--- src/rtl/enc_param_pkg.sv ---
// Shared types and parameter tables for the encoder UI controller.
// Parameter slots: VOL, OCT, WAVE, TEMPO (index 0..3).
package enc_param_pkg;

  typedef enum logic [1:0] {
    BROWSE = 2'd0,
    EDIT   = 2'd1,
    COMMIT = 2'd2
  } state_t;

  localparam int unsigned STD_PARAMS = 4;
  localparam int unsigned STD_IDX_W  = 2;

  localparam int unsigned IDX_VOL   = 0;
  localparam int unsigned IDX_OCT   = 1;
  localparam int unsigned IDX_WAVE  = 2;
  localparam int unsigned IDX_TEMPO = 3;

  localparam int unsigned PARAM_MAX [STD_PARAMS] = '{31, 7, 3, 19};
  localparam int unsigned PARAM_RST [STD_PARAMS] = '{20, 4, 0, 10};

  // Slots beyond the standard table read as max 0 / reset 0.
  function automatic int unsigned param_max(input int unsigned i);
    return (i < STD_PARAMS) ? PARAM_MAX[i[STD_IDX_W-1:0]] : 0;
  endfunction

  function automatic int unsigned param_rst(input int unsigned i);
    return (i < STD_PARAMS) ? PARAM_RST[i[STD_IDX_W-1:0]] : 0;
  endfunction

endpackage

--- src/rtl/enc_step_accel.sv ---
// Step-acceleration tracker: flags a step as "fast" when it follows a same-direction
// step within ACCEL_WIN cycles. Built only when ENC_ACCEL_EN is defined.
`ifdef ENC_ACCEL_EN
module enc_step_accel #(
  parameter int unsigned ACCEL_WIN = 2_000_000
) (
  input  logic clk,
  input  logic rst_n,
  input  logic clr,
  input  logic step_up,
  input  logic step_dn,
  output logic fast_c
);

  localparam int unsigned WIN_W = $clog2(ACCEL_WIN + 1);

  logic [WIN_W-1:0] win_cnt;
  logic             dir_up;
  logic             have_prev;

  // win_cnt holds cycles elapsed since the previous step, saturating at ACCEL_WIN.
  assign fast_c = have_prev & (win_cnt < WIN_W'(ACCEL_WIN)) & (step_up ? dir_up : ~dir_up);

  always_ff @(posedge clk) begin
    if (!rst_n || clr) begin
      win_cnt   <= '0;
      dir_up    <= 1'b0;
      have_prev <= 1'b0;
    end else if (step_up || step_dn) begin
      win_cnt   <= WIN_W'(1);
      dir_up    <= step_up;
      have_prev <= 1'b1;
    end else if (win_cnt < WIN_W'(ACCEL_WIN)) begin
      win_cnt   <= win_cnt + WIN_W'(1);
    end
  end

endmodule
`endif

--- src/rtl/enc_param_ctrl.sv ---
// Rotary-encoder UI sequencer: browse / edit / commit over the synth parameter bank.
// Optional step acceleration in EDIT when ENC_ACCEL_EN is defined.
module enc_param_ctrl
  import enc_param_pkg::*;
#(
  parameter int unsigned NUM_PARAMS  = 4,
  parameter int unsigned VAL_W       = 5,
  parameter int unsigned TIMEOUT_CYC = 50_000_000,
  parameter int unsigned ACCEL_WIN   = 2_000_000
) (
  input  logic                          clk,
  input  logic                          rst_n,
  input  logic                          step_up,
  input  logic                          step_dn,
  input  logic                          sel_btn,
  output logic                          mode_edit,
  output logic [$clog2(NUM_PARAMS)-1:0] param_idx,
  output logic [VAL_W-1:0]              edit_val,
  output logic                          wr_en,
  output logic [$clog2(NUM_PARAMS)-1:0] wr_addr,
  output logic [VAL_W-1:0]              wr_data,
  output logic [NUM_PARAMS*VAL_W-1:0]   cfg_vals
);

  localparam int unsigned IDX_W = $clog2(NUM_PARAMS);
  localparam int unsigned EXT_W = VAL_W + 1;
  localparam int unsigned CNT_W = $clog2(TIMEOUT_CYC);

  if (ACCEL_WIN == 0 || TIMEOUT_CYC < 2) begin : g_bad_cfg
    $error("enc_param_ctrl: ACCEL_WIN must be >= 1 and TIMEOUT_CYC >= 2");
  end

  state_t                      state_q, state_d;
  logic                        btn_q;
  logic [CNT_W-1:0]            idle_cnt, idle_cnt_d;
  logic [IDX_W-1:0]            idx_d, wr_addr_d;
  logic [VAL_W-1:0]            val_d, wr_data_d;
  logic                        mode_edit_d, wr_en_d;
  logic [NUM_PARAMS*VAL_W-1:0] cfg_d, rst_vals;

  logic [VAL_W-1:0] max_tbl [NUM_PARAMS];
  logic [VAL_W-1:0] shadow  [NUM_PARAMS];

  // Constant limit/reset tables and an unpacked view of the committed bank.
  for (genvar g = 0; g < NUM_PARAMS; g++) begin : g_tbl
    assign max_tbl[g]                  = VAL_W'(param_max(g));
    assign rst_vals[g*VAL_W +: VAL_W]  = VAL_W'(param_rst(g));
    assign shadow[g]                   = cfg_vals[g*VAL_W +: VAL_W];
  end

  // Input qualification: simultaneous up+dn cancel, a press swallows any step.
  logic press_c, up_c, dn_c;
  assign press_c = sel_btn & ~btn_q;
  assign up_c    = step_up & ~step_dn & ~press_c;
  assign dn_c    = step_dn & ~step_up & ~press_c;

  logic [EXT_W-1:0] step_mag_c;

`ifdef ENC_ACCEL_EN
  logic fast_c, accel_clr_c, edit_c;
  assign edit_c      = (state_q == EDIT);
  assign accel_clr_c = (state_q == BROWSE) & press_c;

  enc_step_accel #(
    .ACCEL_WIN (ACCEL_WIN)
  ) u_accel (
    .clk     (clk),
    .rst_n   (rst_n),
    .clr     (accel_clr_c),
    .step_up (up_c & edit_c),
    .step_dn (dn_c & edit_c),
    .fast_c  (fast_c)
  );

  assign step_mag_c = fast_c ? EXT_W'(4) : EXT_W'(1);
`else
  assign step_mag_c = EXT_W'(1);
`endif

  // Saturating value arithmetic, one bit wider than the value to catch over/underflow.
  logic [EXT_W-1:0] up_sum_c, dn_diff_c, max_ext_c;
  logic [VAL_W-1:0] val_up_c, val_dn_c;
  assign max_ext_c = {1'b0, max_tbl[param_idx]};
  assign up_sum_c  = {1'b0, edit_val} + step_mag_c;
  assign dn_diff_c = {1'b0, edit_val} - step_mag_c;
  assign val_up_c  = (up_sum_c > max_ext_c) ? max_tbl[param_idx] : up_sum_c[VAL_W-1:0];
  assign val_dn_c  = dn_diff_c[VAL_W] ? '0 : dn_diff_c[VAL_W-1:0];

  always_comb begin
    state_d    = state_q;
    idx_d      = param_idx;
    val_d      = edit_val;
    wr_en_d    = 1'b0;
    wr_addr_d  = wr_addr;
    wr_data_d  = wr_data;
    cfg_d      = cfg_vals;
    idle_cnt_d = idle_cnt;

    unique case (state_q)
      BROWSE: begin
        idle_cnt_d = '0;
        if (press_c) begin
          state_d = EDIT;
          val_d   = shadow[param_idx];
        end else begin
          if (up_c) begin
            idx_d = (param_idx == IDX_W'(NUM_PARAMS - 1)) ? '0 : param_idx + IDX_W'(1);
          end else if (dn_c) begin
            idx_d = (param_idx == '0) ? IDX_W'(NUM_PARAMS - 1) : param_idx - IDX_W'(1);
          end
          val_d = shadow[idx_d];
        end
      end

      EDIT: begin
        if (press_c) begin
          state_d    = COMMIT;
          wr_en_d    = 1'b1;
          wr_addr_d  = param_idx;
          wr_data_d  = edit_val;
          idle_cnt_d = '0;
        end else if (up_c) begin
          val_d      = val_up_c;
          idle_cnt_d = '0;
        end else if (dn_c) begin
          val_d      = val_dn_c;
          idle_cnt_d = '0;
        end else if (idle_cnt == CNT_W'(TIMEOUT_CYC - 1)) begin
          state_d    = BROWSE;
          val_d      = shadow[param_idx];
          idle_cnt_d = '0;
        end else begin
          idle_cnt_d = idle_cnt + CNT_W'(1);
        end
      end

      COMMIT: begin
        state_d = BROWSE;
        for (int i = 0; i < NUM_PARAMS; i++) begin
          if (IDX_W'(i) == param_idx) cfg_d[i*VAL_W +: VAL_W] = edit_val;
        end
      end

      default: state_d = BROWSE;
    endcase

    mode_edit_d = (state_d != BROWSE);
  end

  always_ff @(posedge clk) begin
    if (!rst_n) begin
      state_q   <= BROWSE;
      btn_q     <= 1'b0;
      idle_cnt  <= '0;
      param_idx <= '0;
      edit_val  <= rst_vals[VAL_W-1:0];
      mode_edit <= 1'b0;
      wr_en     <= 1'b0;
      wr_addr   <= '0;
      wr_data   <= '0;
      cfg_vals  <= rst_vals;
    end else begin
      state_q   <= state_d;
      btn_q     <= sel_btn;
      idle_cnt  <= idle_cnt_d;
      param_idx <= idx_d;
      edit_val  <= val_d;
      mode_edit <= mode_edit_d;
      wr_en     <= wr_en_d;
      wr_addr   <= wr_addr_d;
      wr_data   <= wr_data_d;
      cfg_vals  <= cfg_d;
    end
  end

endmodule
--- config.mk ---
export PLATFORM = sky130hd
export DESIGN_NAME = enc_param_ctrl
export DESIGN_NICKNAME = d
export VERILOG_FILES = /design/src/rtl/enc_param_pkg.sv /design/src/rtl/enc_step_accel.sv /design/src/rtl/enc_param_ctrl.sv
export SDC_FILE = /design/constraint.sdc
export NUM_CORES = 1
export LEC_CHECK = 0
export BUFFER_PORTS_ARGS = -buffer_cell sky130_fd_sc_hd__buf_4
export CORE_UTILIZATION = 53
export DETAILED_ROUTE_END_ITERATION = 8
export GPL_ROUTABILITY_DRIVEN = 0
export HOLD_SLACK_MARGIN = 0.03
export PLACE_DENSITY = 0.86
export SKIP_CTS_REPAIR_TIMING = 1
export SLEW_MARGIN = 25
export SYNTH_ARGS = -nofsm -noshare
export SYNTH_HDL_FRONTEND = slang
export SYNTH_SLANG_ARGS = --single-unit
export TNS_END_PERCENT = 30
--- constraint.sdc ---
create_clock -name clk -period 2.9 [get_ports clk]
set_clock_uncertainty 0.05 [all_clocks]
set_input_delay 0.58 -clock clk [delete_from_list [all_inputs] [get_ports clk]]
set_output_delay 0.58 -clock clk [all_outputs]
set_load 0.1 [all_outputs]
Word-level counts from Yosys, hierarchy flattened --
Cells that the tools add are included.
Word-level totals: input bits 5, logic and storage cells 88, flip-flop bits (word level) 65
Cells by class: bitwise gates (word level) 11, magnitude comparators 3, add/sub/neg operators 5, muxes and demuxes 35, equality and inequality tests 9, reductions and logical operators 12
Operator list (number):
- $mux W26 | 4
- $mux W5 | 13
- $pmux W26 S2 | 1
- $bmux W5 S2 | 3
- $add A26 B1 Y26 const B | 1
- $eq A26 B26 Y1 const B | 1
- $mux W2 | 11
- $reduce_and A2 Y1 | 7
- $pmux W5 S2 | 1
- $add A5 B1 Y6 const B | 1
- $ge A3 B3 Y1 const B | 2
- $gt A6 B5 Y1 | 1
- $not A2 Y3 | 2
- $sub A5 B1 Y6 const B | 1
- $and A1 B1 Y1 | 5
- $eq A2 B2 Y1 const A | 2
- $eq A2 B2 Y1 const B | 2
- $logic_not A2 Y1 | 2
- $ne A4 B4 Y1 const B | 1
- $not A1 Y1 | 4
- $pmux W2 S2 | 1
- $reduce_bool A2 Y1 | 2
- $reduce_and A3 Y1 | 1
- $add A2 B1 Y2 const B | 1
- 5 further kinds | 5

Logic depth before layout (Yosys ltp) --
depth in word-level cells 14, depth in mapped cells 12, mapped depth without buffers 10

Worst setup path before layout --
OpenSTA, ideal clock, no wires.
kind register to register, start register param_idx[1], end register edit_val[3], arrival 3.337 ns, setup slack -0.609 ns, period minus slack after synthesis 3.509 ns, cell stages (with the launch flop) 11, data required time 2.728 ns, path through dfxtp_1 > clkbuf_1 > inv_1 > ha_1 > ha_1 > and3_1 > o21ai_0 > o21ai_0 > a221oi_1 > nor3_1 > o311a_1
Between the ends: word-level cells in the longest chain between the ends 12, elaborated cells between the ends (all ways) 29
RTL lines:
- start: declaration | RTL line enc_param_ctrl.sv:17 | output logic [$clog2(NUM_PARAMS)-1:0] param_idx,
- start signal: assignment | RTL line enc_param_ctrl.sv:166 | param_idx <= idx_d;
- $sub A2 B1 Y2 / $logic_not A2 Y1 (equally long branches) | RTL line enc_param_ctrl.sv:109 | idx_d = (param_idx == '0) ? IDX_W'(NUM_PARAMS - 1) : param_idx - IDX_W'(1);
- $mux W2 | RTL line enc_param_ctrl.sv:109
- $mux W2 | RTL line enc_param_ctrl.sv:108 | end else if (dn_c) begin
- $mux W2 | RTL line enc_param_ctrl.sv:106 | if (up_c) begin
- $mux W2 | RTL line enc_param_ctrl.sv:102 | if (press_c) begin
- $mux W2 | RTL line enc_param_ctrl.sv:99 | unique case (state_q)
- $not A2 Y3 (not written as such) | RTL line enc_param_ctrl.sv:111 | val_d = shadow[idx_d];
- $bmux W5 S2 | RTL line enc_param_ctrl.sv:111
- $mux W5 (not written as such) (2 in a row) | RTL line enc_param_ctrl.sv:111
- $mux W5 | RTL line enc_param_ctrl.sv:102
- $pmux W5 S2 (*) | RTL line enc_param_ctrl.sv:99
- end signal: assignment | RTL line enc_param_ctrl.sv:156 | edit_val <= rst_vals[VAL_W-1:0];
- end signal: assignment | RTL line enc_param_ctrl.sv:167 | edit_val <= val_d;
- end: declaration | RTL line enc_param_ctrl.sv:18 | output logic [VAL_W-1:0] edit_val,
Every way passes the cells marked *; elsewhere a longest branch is shown, timed or not. The select of a mux whose other input is x is not followed. A chain may end at the register's enable or synchronous reset.

Worst setup path after layout --
start register param_idx[0], end register edit_val[3]
Same word-level chain as after synthesis.

==> run_summary.xml <==
<?xml version="1.0" encoding="UTF-8"?>
<metrics>
  <group name="run_status">
    <metric name="outcome" unit="">finished clean</metric>
  </group>
  <group name="drt">
    <metric name="routed_via_density" unit="">6.25</metric>
    <metric name="postRouteWirelength" unit="µm">9520</metric>
    <metric name="route.detailed.drc" unit="">0</metric>
    <metric name="drtIter0Drc" unit="">292</metric>
    <metric name="drtAntennaViolNets" unit="">0</metric>
    <metric name="post_drt_wl_per_cell" unit="µm">17.4</metric>
    <metric name="drt_pre_antenna_iters" unit="">5</metric>
    <metric name="vias" unit="">3421</metric>
  </group>
  <group name="global_routing">
    <metric name="grt_antenna_before_repair" unit="">0</metric>
    <metric name="total_routing_usage_gr" unit="">0.280</metric>
    <metric name="grt_remaining_overflow" unit="">0</metric>
    <metric name="grt_pass1_wl" unit="µm">15600</metric>
    <metric name="grt_max_degree" unit="">31</metric>
    <metric name="first_global_vias" unit="">3261</metric>
  </group>
  <group name="finish">
    <metric name="flow.area_growth_from_synthesis" unit="%">16.3</metric>
    <metric name="area.sequential" unit="mm²">0.00132</metric>
    <metric name="layout.nets" unit="">481</metric>
    <metric name="antenna_cells_inserted" unit="">0</metric>
    <metric name="layout-drive-gt1-share" unit="">0.194</metric>
    <metric name="multi_input_area" unit="mm²">0.00209</metric>
    <metric name="fill_cells" unit="">543</metric>
    <metric name="post-route-cell-area" unit="mm²">0.00411</metric>
  </group>
  <group name="synthesis">
    <metric name="ys_seq_elements" unit="">65</metric>
    <metric name="syn_nets" unit="">444</metric>
    <metric name="synth_flop_cell" unit="">sky130_fd_sc_hd__dfxtp_1</metric>
    <metric name="syn_area_per_cell" unit="µm²">8.26</metric>
    <metric name="synth_top_cell_area_share" unit="">0.368</metric>
    <metric name="postSynth.asyncResetShare" unit="">0</metric>
    <metric name="netlist_top_cells_area" unit="">sky130_fd_sc_hd__dfxtp_1 (37%), sky130_fd_sc_hd__nand2_1 (6.2%), sky130_fd_sc_hd__a21oi_1 (5.0%)</metric>
    <metric name="yosysTopAreaCell" unit="">sky130_fd_sc_hd__dfxtp_1</metric>
    <metric name="synthesis.area" unit="mm²">0.00354</metric>
    <metric name="yosys_warnings" unit="">0</metric>
    <metric name="synthTopCellsByCount" unit="">sky130_fd_sc_hd__dfxtp_1 (65), sky130_fd_sc_hd__nand2_1 (58), sky130_fd_sc_hd__nor2_1 (44), sky130_fd_sc_hd__a21oi_1 (35), sky130_fd_sc_hd__nand3_1 (34)</metric>
    <metric name="synth_most_common_cell" unit="">sky130_fd_sc_hd__dfxtp_1</metric>
    <metric name="yosysUniqueCellTypes" unit="">60</metric>
    <metric name="syn-instance-count" unit="">428</metric>
    <metric name="yosysSeqAreaShare" unit="">0.368</metric>
    <metric name="number_of_synthesized_flops_with_an_enable_pin" unit="">0</metric>
  </group>
  <group name="timing">
    <metric name="fin_setup_tns" unit="ns">0</metric>
    <metric name="fmaxAchievable" unit="MHz">356</metric>
    <metric name="hold_slack" unit="ns">0.388</metric>
    <metric name="worst_slew_pin_slew" unit="ns">0.938</metric>
    <metric name="min_period" unit="ns">2.81</metric>
    <metric name="grt_setup_unrepaired" unit="">false</metric>
    <metric name="setup_viol_count_final" unit="">0</metric>
    <metric name="final_max_slew_viol_count" unit="">0</metric>
    <metric name="max-slew-margin-rel" unit="">0.375</metric>
    <metric name="setup_slack" unit="ns">0.0883</metric>
    <metric name="timing_hold_violations_final" unit="">0</metric>
    <metric name="min_period_over_period" unit="">0.970</metric>
  </group>
  <group name="worst_setup_path">
    <metric name="cp_common_cell" unit="">sky130_fd_sc_hd__ha_1</metric>
    <metric name="cpLargestDelayFamily" unit="">compound AO/OA/AOI/OAI gates</metric>
    <metric name="setup.worst_path.class" unit="">reg2reg</metric>
    <metric name="worst-path-buf-inv" unit="">1</metric>
    <metric name="crit_path_max_fanout" unit="">14</metric>
    <metric name="crit_path_start_kind" unit="">flip-flop</metric>
    <metric name="slowest_delay" unit="ns">0.46</metric>
    <metric name="timing.critical_path.to_type" unit="">flip-flop</metric>
    <metric name="critical_path_required" unit="ns">3.09</metric>
    <metric name="critical_path_arrival" unit="ns">3.01</metric>
    <metric name="critical_path.slowest_cell" unit="">sky130_fd_sc_hd__dfxtp_4</metric>
    <metric name="timing.critical_path.cells" unit="">inv_1 -&gt; ha_1 -&gt; ha_1 -&gt; and3_1 -&gt; o21ai_0 -&gt; o21ai_2 -&gt; a221oi_1 -&gt; nor3_1 -&gt; o311a_1</metric>
  </group>
  <group name="flow_run">
    <metric name="max_cap_viol_count" unit="">0</metric>
  </group>
  <group name="floorplan">
    <metric name="design.core.area" unit="mm²">0.00639</metric>
    <metric name="dieWidth" unit="µm">83.7</metric>
    <metric name="dieArea" unit="mm²">0.00700</metric>
    <metric name="ioPinCount" unit="">41</metric>
    <metric name="floorplan.initialDensity" unit="">0.554</metric>
    <metric name="floorplan.die.height" unit="µm">83.7</metric>
    <metric name="num_rows" unit="">29</metric>
  </group>
  <group name="min_path">
    <metric name="min_path_type" unit="">in2reg</metric>
  </group>
  <group name="placement">
    <metric name="buffer_ports.inserted" unit="">40</metric>
    <metric name="detailed_place_hpwl" unit="µm">6530</metric>
    <metric name="dpl_cell_area" unit="mm²">0.00391</metric>
    <metric name="preCtsSetupSlack" unit="ns">0.101</metric>
  </group>
  <group name="cts">
    <metric name="worst_setup_hold_path_clk_slew" unit="ns">0.08</metric>
    <metric name="cts_max_level" unit="">3</metric>
    <metric name="clock_tree.root_cell" unit="">sky130_fd_sc_hd__clkbuf_8</metric>
    <metric name="cts_tree" unit="">built</metric>
    <metric name="cts.sink_count" unit="">65</metric>
    <metric name="cts.path.max_buffers" unit="">2</metric>
    <metric name="insertion_delay" unit="ns">0.36</metric>
    <metric name="cts_buffers" unit="">9</metric>
  </group>
  <group name="power">
    <metric name="max-vdd-ir-drop" unit="µV">361</metric>
    <metric name="power_leakage" unit="µW">0.00153</metric>
    <metric name="power.density" unit="mW/mm²">548</metric>
  </group>
</metrics>
## registers in the layout, indices dropped and copies added, names as in the netlist
name	count
btn_q	1
wr_addr	2
mode_edit	1
param_idx	2
idle_cnt	26
wr_en	1
state_q	2
edit_val	5
cfg_vals	20
wr_data	5
## per-layer routing
layer	vias to the layer above	GRT usage	part of all wire
met2	197	0.441	0.47
li1	1585	-	-
met3	50	0.0544	0.092
met5	-	0	0
met1	1589	0.336	0.39
met4	0	0.214	0.048
## cell type report
| class | count | share of cell area |
|---|---|---|
| Timing Repair Buffer | 49 | 0.0894 |
| Inverter | 9 | 0.00821 |
| Multi-Input combinational cell | 331 | 0.509 |
| Tap cell | 77 | 0.0234 |
| Clock inverter | 6 | 0.0161 |
| Clock buffer | 10 | 0.0335 |
| Sequential cell | 65 | 0.320 |
## final timing paths
kind,from,to,slack (ns),depth (start not counted)
worst max register to register,param_idx[0],edit_val[3],0.09,9
worst max-delay path,param_idx[0],edit_val[3],0.09,9
worst min register to register,wr_data[0],wr_data[0],0.41,2
worst min-delay path,sel_btn,btn_q,0.39,2
## worst reg2reg max path: cells and delay by family (launching register included)
kind	cells	cell delay (ns)
AO/OA/AOI/OAI	4	1.09
adder cells (fa/ha/maj)	2	0.71
flip-flops	1	0.46
AND/OR/NAND/NOR	2	0.30
buffers and inverters	1	0.09
## where the power goes
part	total [µW]	switching, µW	internal, µW
combinational	493	342	151
clock	803	380	423
sequential	957	42.4	915
## placed cells by master, fill, tap and decap left out, types with 11 or more instances in the layout
cell type / Yosys / layout
sky130_fd_sc_hd__ha_1: 11 / 11
sky130_fd_sc_hd__xnor2_1: 16 / 16
sky130_fd_sc_hd__mux2i_1: 11 / 11
sky130_fd_sc_hd__nand2_1: 58 / 58
sky130_fd_sc_hd__nor2_1: 44 / 44
sky130_fd_sc_hd__nor3_1: 12 / 12
sky130_fd_sc_hd__xor2_1: 13 / 13
sky130_fd_sc_hd__buf_4: 1 / 49
sky130_fd_sc_hd__dfxtp_1: 65 / 58
sky130_fd_sc_hd__o21ai_0: 12 / 11
sky130_fd_sc_hd__nand3_1: 34 / 34
sky130_fd_sc_hd__a21oi_1: 35 / 35
## cells by family after synthesis
| group | synth area share |
|---|---|
| adders and majority gates | 0.0389 |
| buffers and inverters | 0.0407 |
| xor gates and xnor gates | 0.0810 |
| AOI/OAI and AO/OA | 0.137 |
| DFF | 0.368 |
| muxes | 0.0630 |
| and+or+nand+nor | 0.271 |
## per-stage QoR
step	power, µW	util	cells
finish	2250	0.644	547
global route	2330	0.644	547
CTS	2240	0.644	547
detailed placement	1450	0.612	531
global placement	1440	0.612	531
floorplan	1340	-	428
Note: power is estimated with default switching activity, not from simulation.
